<file path="src/rtl/bram_port_arbiter_pkg.sv">
// Shared types and constants for the two-requester BRAM port arbiter.
package bram_arb_pkg;

  localparam int DATA_W = 32;
  localparam int ADDR_W = 32;
  localparam int BE_W   = DATA_W / 8;

  typedef enum logic {
    M0 = 1'b0,
    M1 = 1'b1
  } req_id_t;

  // One in-flight access: valid is set only for reads, id names the requester.
  typedef struct packed {
    logic    valid;
    req_id_t id;
  } rd_tag_t;

endpackage

</file>
<file path="src/rtl/bram_port_arbiter_rd_tag_pipe.sv">
// Fixed-depth shift register of read tags; its output lines up with the
// cycle in which the BRAM presents the word for the tagged read.
module rd_tag_pipe
  import bram_arb_pkg::*;
#(
  parameter int DEPTH = 2
) (
  input  logic    clk,
  input  logic    reset,
  input  rd_tag_t i_tag,
  output rd_tag_t o_tag
);

  rd_tag_t r_stage [DEPTH];

  // Shift tags along every cycle; a reset drops everything in flight.
  always_ff @(posedge clk) begin
    if (!reset) begin
      for (int i = 0; i < DEPTH; i++) r_stage[i] <= '0;
    end else begin
      r_stage[0] <= i_tag;
      for (int i = 1; i < DEPTH; i++) r_stage[i] <= r_stage[i-1];
    end
  end

  assign o_tag = r_stage[DEPTH-1];

endmodule

</file>
<file path="src/rtl/bram_port_arbiter.sv">
// Round-robin arbiter sharing one BRAM port between two single-word clients.
// Grants are combinational, BRAM port signals are registered, and read data
// is routed back to its requester by a tag pipe matched to the read latency.
module bram_port_arbiter #(
  parameter int ADDR_W = 32,
  parameter int DATA_W = 32,
  parameter int RD_LAT = 1
) (
  input  logic                  clk,
  input  logic                  reset,
  input  logic                  m0_req,
  input  logic [DATA_W/8-1:0]   m0_we,
  input  logic [ADDR_W-1:0]     m0_addr,
  input  logic [DATA_W-1:0]     m0_wdata,
  output logic                  m0_gnt,
  output logic                  m0_rvalid,
  output logic [DATA_W-1:0]     m0_rdata,
  input  logic                  m1_req,
  input  logic [DATA_W/8-1:0]   m1_we,
  input  logic [ADDR_W-1:0]     m1_addr,
  input  logic [DATA_W-1:0]     m1_wdata,
  output logic                  m1_gnt,
  output logic                  m1_rvalid,
  output logic [DATA_W-1:0]     m1_rdata,
  output logic                  bram_clk,
  output logic                  bram_rst,
  output logic                  bram_en,
  output logic [DATA_W/8-1:0]   bram_we,
  output logic [ADDR_W-1:0]     bram_addr,
  output logic [DATA_W-1:0]     bram_din,
  input  logic [DATA_W-1:0]     bram_dout
);

  import bram_arb_pkg::*;

  req_id_t               r_last;
  logic                  w_gnt0;
  logic                  w_gnt1;
  logic                  w_xfer;
  logic [DATA_W/8-1:0]   w_we;
  logic [ADDR_W-1:0]     w_addr;
  logic [DATA_W-1:0]     w_wdata;
  rd_tag_t               w_tag_in;
  rd_tag_t               w_tag_out;

  // Round-robin pick: a lone requester always wins; on contention the one
  // that did not win last time goes. Nothing is granted while in reset.
  always_comb begin
    w_gnt0 = 1'b0;
    w_gnt1 = 1'b0;
    if (reset) begin
      w_gnt0 = m0_req && (!m1_req || (r_last == M1));
      w_gnt1 = m1_req && (!m0_req || (r_last == M0));
    end
  end

  assign w_xfer = w_gnt0 || w_gnt1;
  assign m0_gnt = w_gnt0;
  assign m1_gnt = w_gnt1;

  // Select the winning requester's fields for the issue registers.
  always_comb begin
    w_we    = m0_we;
    w_addr  = m0_addr;
    w_wdata = m0_wdata;
    if (w_gnt1) begin
      w_we    = m1_we;
      w_addr  = m1_addr;
      w_wdata = m1_wdata;
    end
  end

  // Remember the last winner; reset favours m0 for the first contended cycle.
  always_ff @(posedge clk) begin
    if (!reset) begin
      r_last <= M1;
    end else if (w_xfer) begin
      r_last <= w_gnt1 ? M1 : M0;
    end
  end

  // Registered BRAM port; address and data hold when idle, enables drop.
  always_ff @(posedge clk) begin
    if (!reset) begin
      bram_en   <= 1'b0;
      bram_we   <= '0;
      bram_addr <= '0;
      bram_din  <= '0;
    end else if (w_xfer) begin
      bram_en   <= 1'b1;
      bram_we   <= w_we;
      bram_addr <= w_addr;
      bram_din  <= w_wdata;
    end else begin
      bram_en   <= 1'b0;
      bram_we   <= '0;
    end
  end

  // Tag each transfer; only reads carry a valid tag back out.
  always_comb begin
    w_tag_in       = '0;
    w_tag_in.valid = w_xfer && (w_we == '0);
    w_tag_in.id    = w_gnt1 ? M1 : M0;
  end

  // One stage for the issue register plus RD_LAT stages for the BRAM itself.
  rd_tag_pipe #(
    .DEPTH (RD_LAT + 1)
  ) u_rd_tag_pipe (
    .clk   (clk),
    .reset (reset),
    .i_tag (w_tag_in),
    .o_tag (w_tag_out)
  );

  assign m0_rvalid = w_tag_out.valid && (w_tag_out.id == M0);
  assign m1_rvalid = w_tag_out.valid && (w_tag_out.id == M1);
  assign m0_rdata  = bram_dout;
  assign m1_rdata  = bram_dout;
  assign bram_clk  = clk;
  assign bram_rst  = 1'b0;

endmodule

</file>
<file path="config.mk">
export PLATFORM = sky130hd
export DESIGN_NAME = bram_port_arbiter
export DESIGN_NICKNAME = d
export VERILOG_FILES = /design/src/rtl/bram_port_arbiter_pkg.sv /design/src/rtl/bram_port_arbiter_rd_tag_pipe.sv /design/src/rtl/bram_port_arbiter.sv
export SDC_FILE = /design/constraint.sdc
export NUM_CORES = 1
export LEC_CHECK = 0
export BUFFER_PORTS_ARGS = -buffer_cell sky130_fd_sc_hd__buf_4
export CAP_MARGIN = 20
export CORE_AREA = 2 2 119 121
export CTS_CLUSTER_SIZE = 12
export DETAILED_ROUTE_END_ITERATION = 8
export DIE_AREA = 0 0 121 123
export GPL_ROUTABILITY_DRIVEN = 0
export PLACE_DENSITY = 0.62
export SLEW_MARGIN = 20
export SYNTH_ARGS = -nofsm -noshare
export SYNTH_HDL_FRONTEND = slang
export SYNTH_SLANG_ARGS = --single-unit
</file>
<file path="constraint.sdc">
create_clock -name clk -period 2 [get_ports clk]
set_input_delay 0.5 -clock clk [delete_from_list [all_inputs] [get_ports clk]]
set_output_delay 0.5 -clock clk [all_outputs]
set_load 0.01 [all_outputs]
</file>
==> impl_metrics.yaml <==
outcome:
  status: "complete, no violations"
synth:
  ys_warn_count: 0
  synth-seq-cells: 74
  synth_area_per_cell_um2: 7.88
  synthXorXnorAreaFrac_pct: 0
  synth.area.mux_share_pct: 0.829
  synthSimpleGateAreaFrac_pct: 17.0
  synth-adder-area-share_pct: 0
  synth_compound_area_share_pct: 20.9
  synth_nets: 632
  postSynthCellCount: 460
  synth_area_mm2: 0.00362
  ys_types: 26
  yosysSeqAreaShare_pct: 40.9
  synth_top_family_by_area: "compound AO/OA/AOI/OAI gates"
power_and_ir_drop:
  ir_drop_mv: 0.323
  p_per_area_mw_per_mm2: 854
  p_total_mw: 4.44
  leakage_nw: 2.46
timing:
  tightest_slew_ps: 515
  rsz0062_at_grt: "false"
  slew_headroom_pct: 65.7
  fin_tns_setup_ps: 0
  final-max-slew-violation-count: 0
  hold-worst-slack_ps: 315
  hold_viol_final: 0
  setup_viol: 0
  fin_ws_ps: 127
  skew_ps: 8.42
cts:
  post_cts_resized: 0
  cts.clk_slew.worst_paths_ps: 60
  cts_hold_buf: 0
  clock_latency_ps: 440
  cts_tree: "yes"
  cts_setup_buffers: 0
die:
  rows: 43
  die_h_um: 123
  start_util_pct: 26.6
  core-area_mm2: 0.0136
  num_io_pins: 311
  die_area_mm2: 0.0149
  die_x_um: 121
critical_path:
  path_class: "clk -> out"
  crit_family: "buffers and inverters"
  slowest_delay_ps: 130
  cp_max_fo: 2
  required_ps: 1500
  cp_cell_sequence: "clkbuf_16 > clkbuf_16 > buf_4"
  arrival_ps: 1370
  path_buf_inv: 3
  start_kind: "clock port"
  crit_slowest_cell: "buf_4"
  cpMostUsedCell: "clkbuf_16"
  end_kind: "output port"
detailed_routing:
  drc: 0
  drt-initial-drc-count: 161
  via_per_inst: 4.58
  dr.pass1.iters: 4
  finalWirelength_um: 11200
  post_drt_wl_per_cell_um: 14.4
  vias: 3567
  postRouteAntennaNets: 0
global_routing:
  grt_max_degree: 82
  grt_pass1_wl_um: 16900
  grt_usage_pct: 14.7
  grt_pass1_vias: 3403
  overflow: 0
  grt_antenna_before_repair: 0
final_layout:
  area_growth_syn_to_layout_pct: 43.6
  n_antenna_cell: 0
  final_cells: 778
  final_cell_mix: "buf_4, nand2_1, dfxtp_1, a31oi_1, o21ai_1"
  design_area_mm2: 0.00520
  layout-drive-gt1-share_pct: 43.0
  nets: 766
  layout_commonest_cell: "buf_4"
  post-route-util_pct: 38.2
flow_run:
  maxCapViolCount: 0
place:
  post_dp_cell_area_mm2: 0.00482
  dp_hpwl_um: 8190
  dpl.cell_count: 760
  place_ws_ps: 163
  port_buffers: 213
hold_path:
  hp-class: "in -> reg"
[synthesized netlist by cell type]
cell type / instances / area share [%]
nor2b_1: 1 / 0.17
o21ai_2: 1 / 0.24
a31oi_1: 61 / 11
nand2_1: 123 / 13
buf_8: 1 / 0.41
inv_1: 1 / 0.10
nand2_2: 10 / 1.7
and3_1: 1 / 0.17
buf_6: 6 / 1.9
buf_2: 16 / 2.2
clkbuf_1: 9 / 0.93
dfxtp_1: 74 / 41
nand4b_1: 2 / 0.48
nor2_1: 3 / 0.31
conb_1: 1 / 0.10
nand3_4: 1 / 0.48
a21oi_1: 1 / 0.14
mux2i_1: 3 / 0.83
nand2b_1: 1 / 0.17
and4_1: 1 / 0.24
o21ai_0: 21 / 2.9
o21ai_1: 44 / 6.1
buf_4: 70 / 15
and2_1: 3 / 0.52
inv_2: 2 / 0.21
a31oi_2: 3 / 1.0
[final timing paths]
check                                            to                              startpoint  cells past startpoint  slack, ps
max                                        bram_clk                                     clk                      3        130
min                       bram_addr[8]$_SDFFE_PN0P_                              m1_addr[8]                      3        320
max reg2reg               bram_din[30]$_SDFFE_PN0P_                     r_last$_SDFFE_PN1P_                      6        480
min reg2reg  u_rd_tag_pipe.r_stage[0][2]$_SDFF_PN0_  u_rd_tag_pipe.r_stage[0][0]$_SDFF_PN0_                      1        430
[area by class of cell]
cell class / instances / area (um^2)
inverter: 3 / 12.5
timing repair buffer: 221 / 1680
clock inverter: 6 / 82.6
clock buffer: 13 / 308
sequential: 74 / 1480
multi-input combinational: 281 / 1410
tap: 180 / 225
fill: 1395 / 8410
[worst register-to-register path, cell delays in order (launching register included)]
cell and delay [ps]:
dfxtp_1 330, nand2_1 140, nand3_4 190, inv_2 110, buf_4 340, nand2_1 120
a31oi_1 200
[per-layer routing]
| layer | track usage [%] | share of wire (%) | vias to the layer above |
|---|---|---|---|
| li1 | - | - | 1765 |
| met1 | 16.7 | 40 | 1610 |
| met2 | 23.6 | 49 | 165 |
| met3 | 5.86 | 8.8 | 27 |
| met4 | 8.14 | 2.6 | 0 |
| met5 | 0 | 0 | - |
[flip-flops by register name, summed over array words and instances (netlist names)]
name and count:
r_last 1, bram_en 1, bram_we 4, u_rd_tag_pipe.r_stage 4, bram_din 32, bram_addr 32
[where the power goes]
group	switching [mW]	internal, mW
Clock	0.672	1.36
Combinational	0.354	0.415
Sequential	0.0590	1.59
Total	1.08	3.36
[logic make-up after synthesis]
kind of cell	count (synthesis)
mux	3
other cells	1
simple gates	146
buf+inv	105
compound gates	131
flops	74
Power figures use the tool's default switching activity.
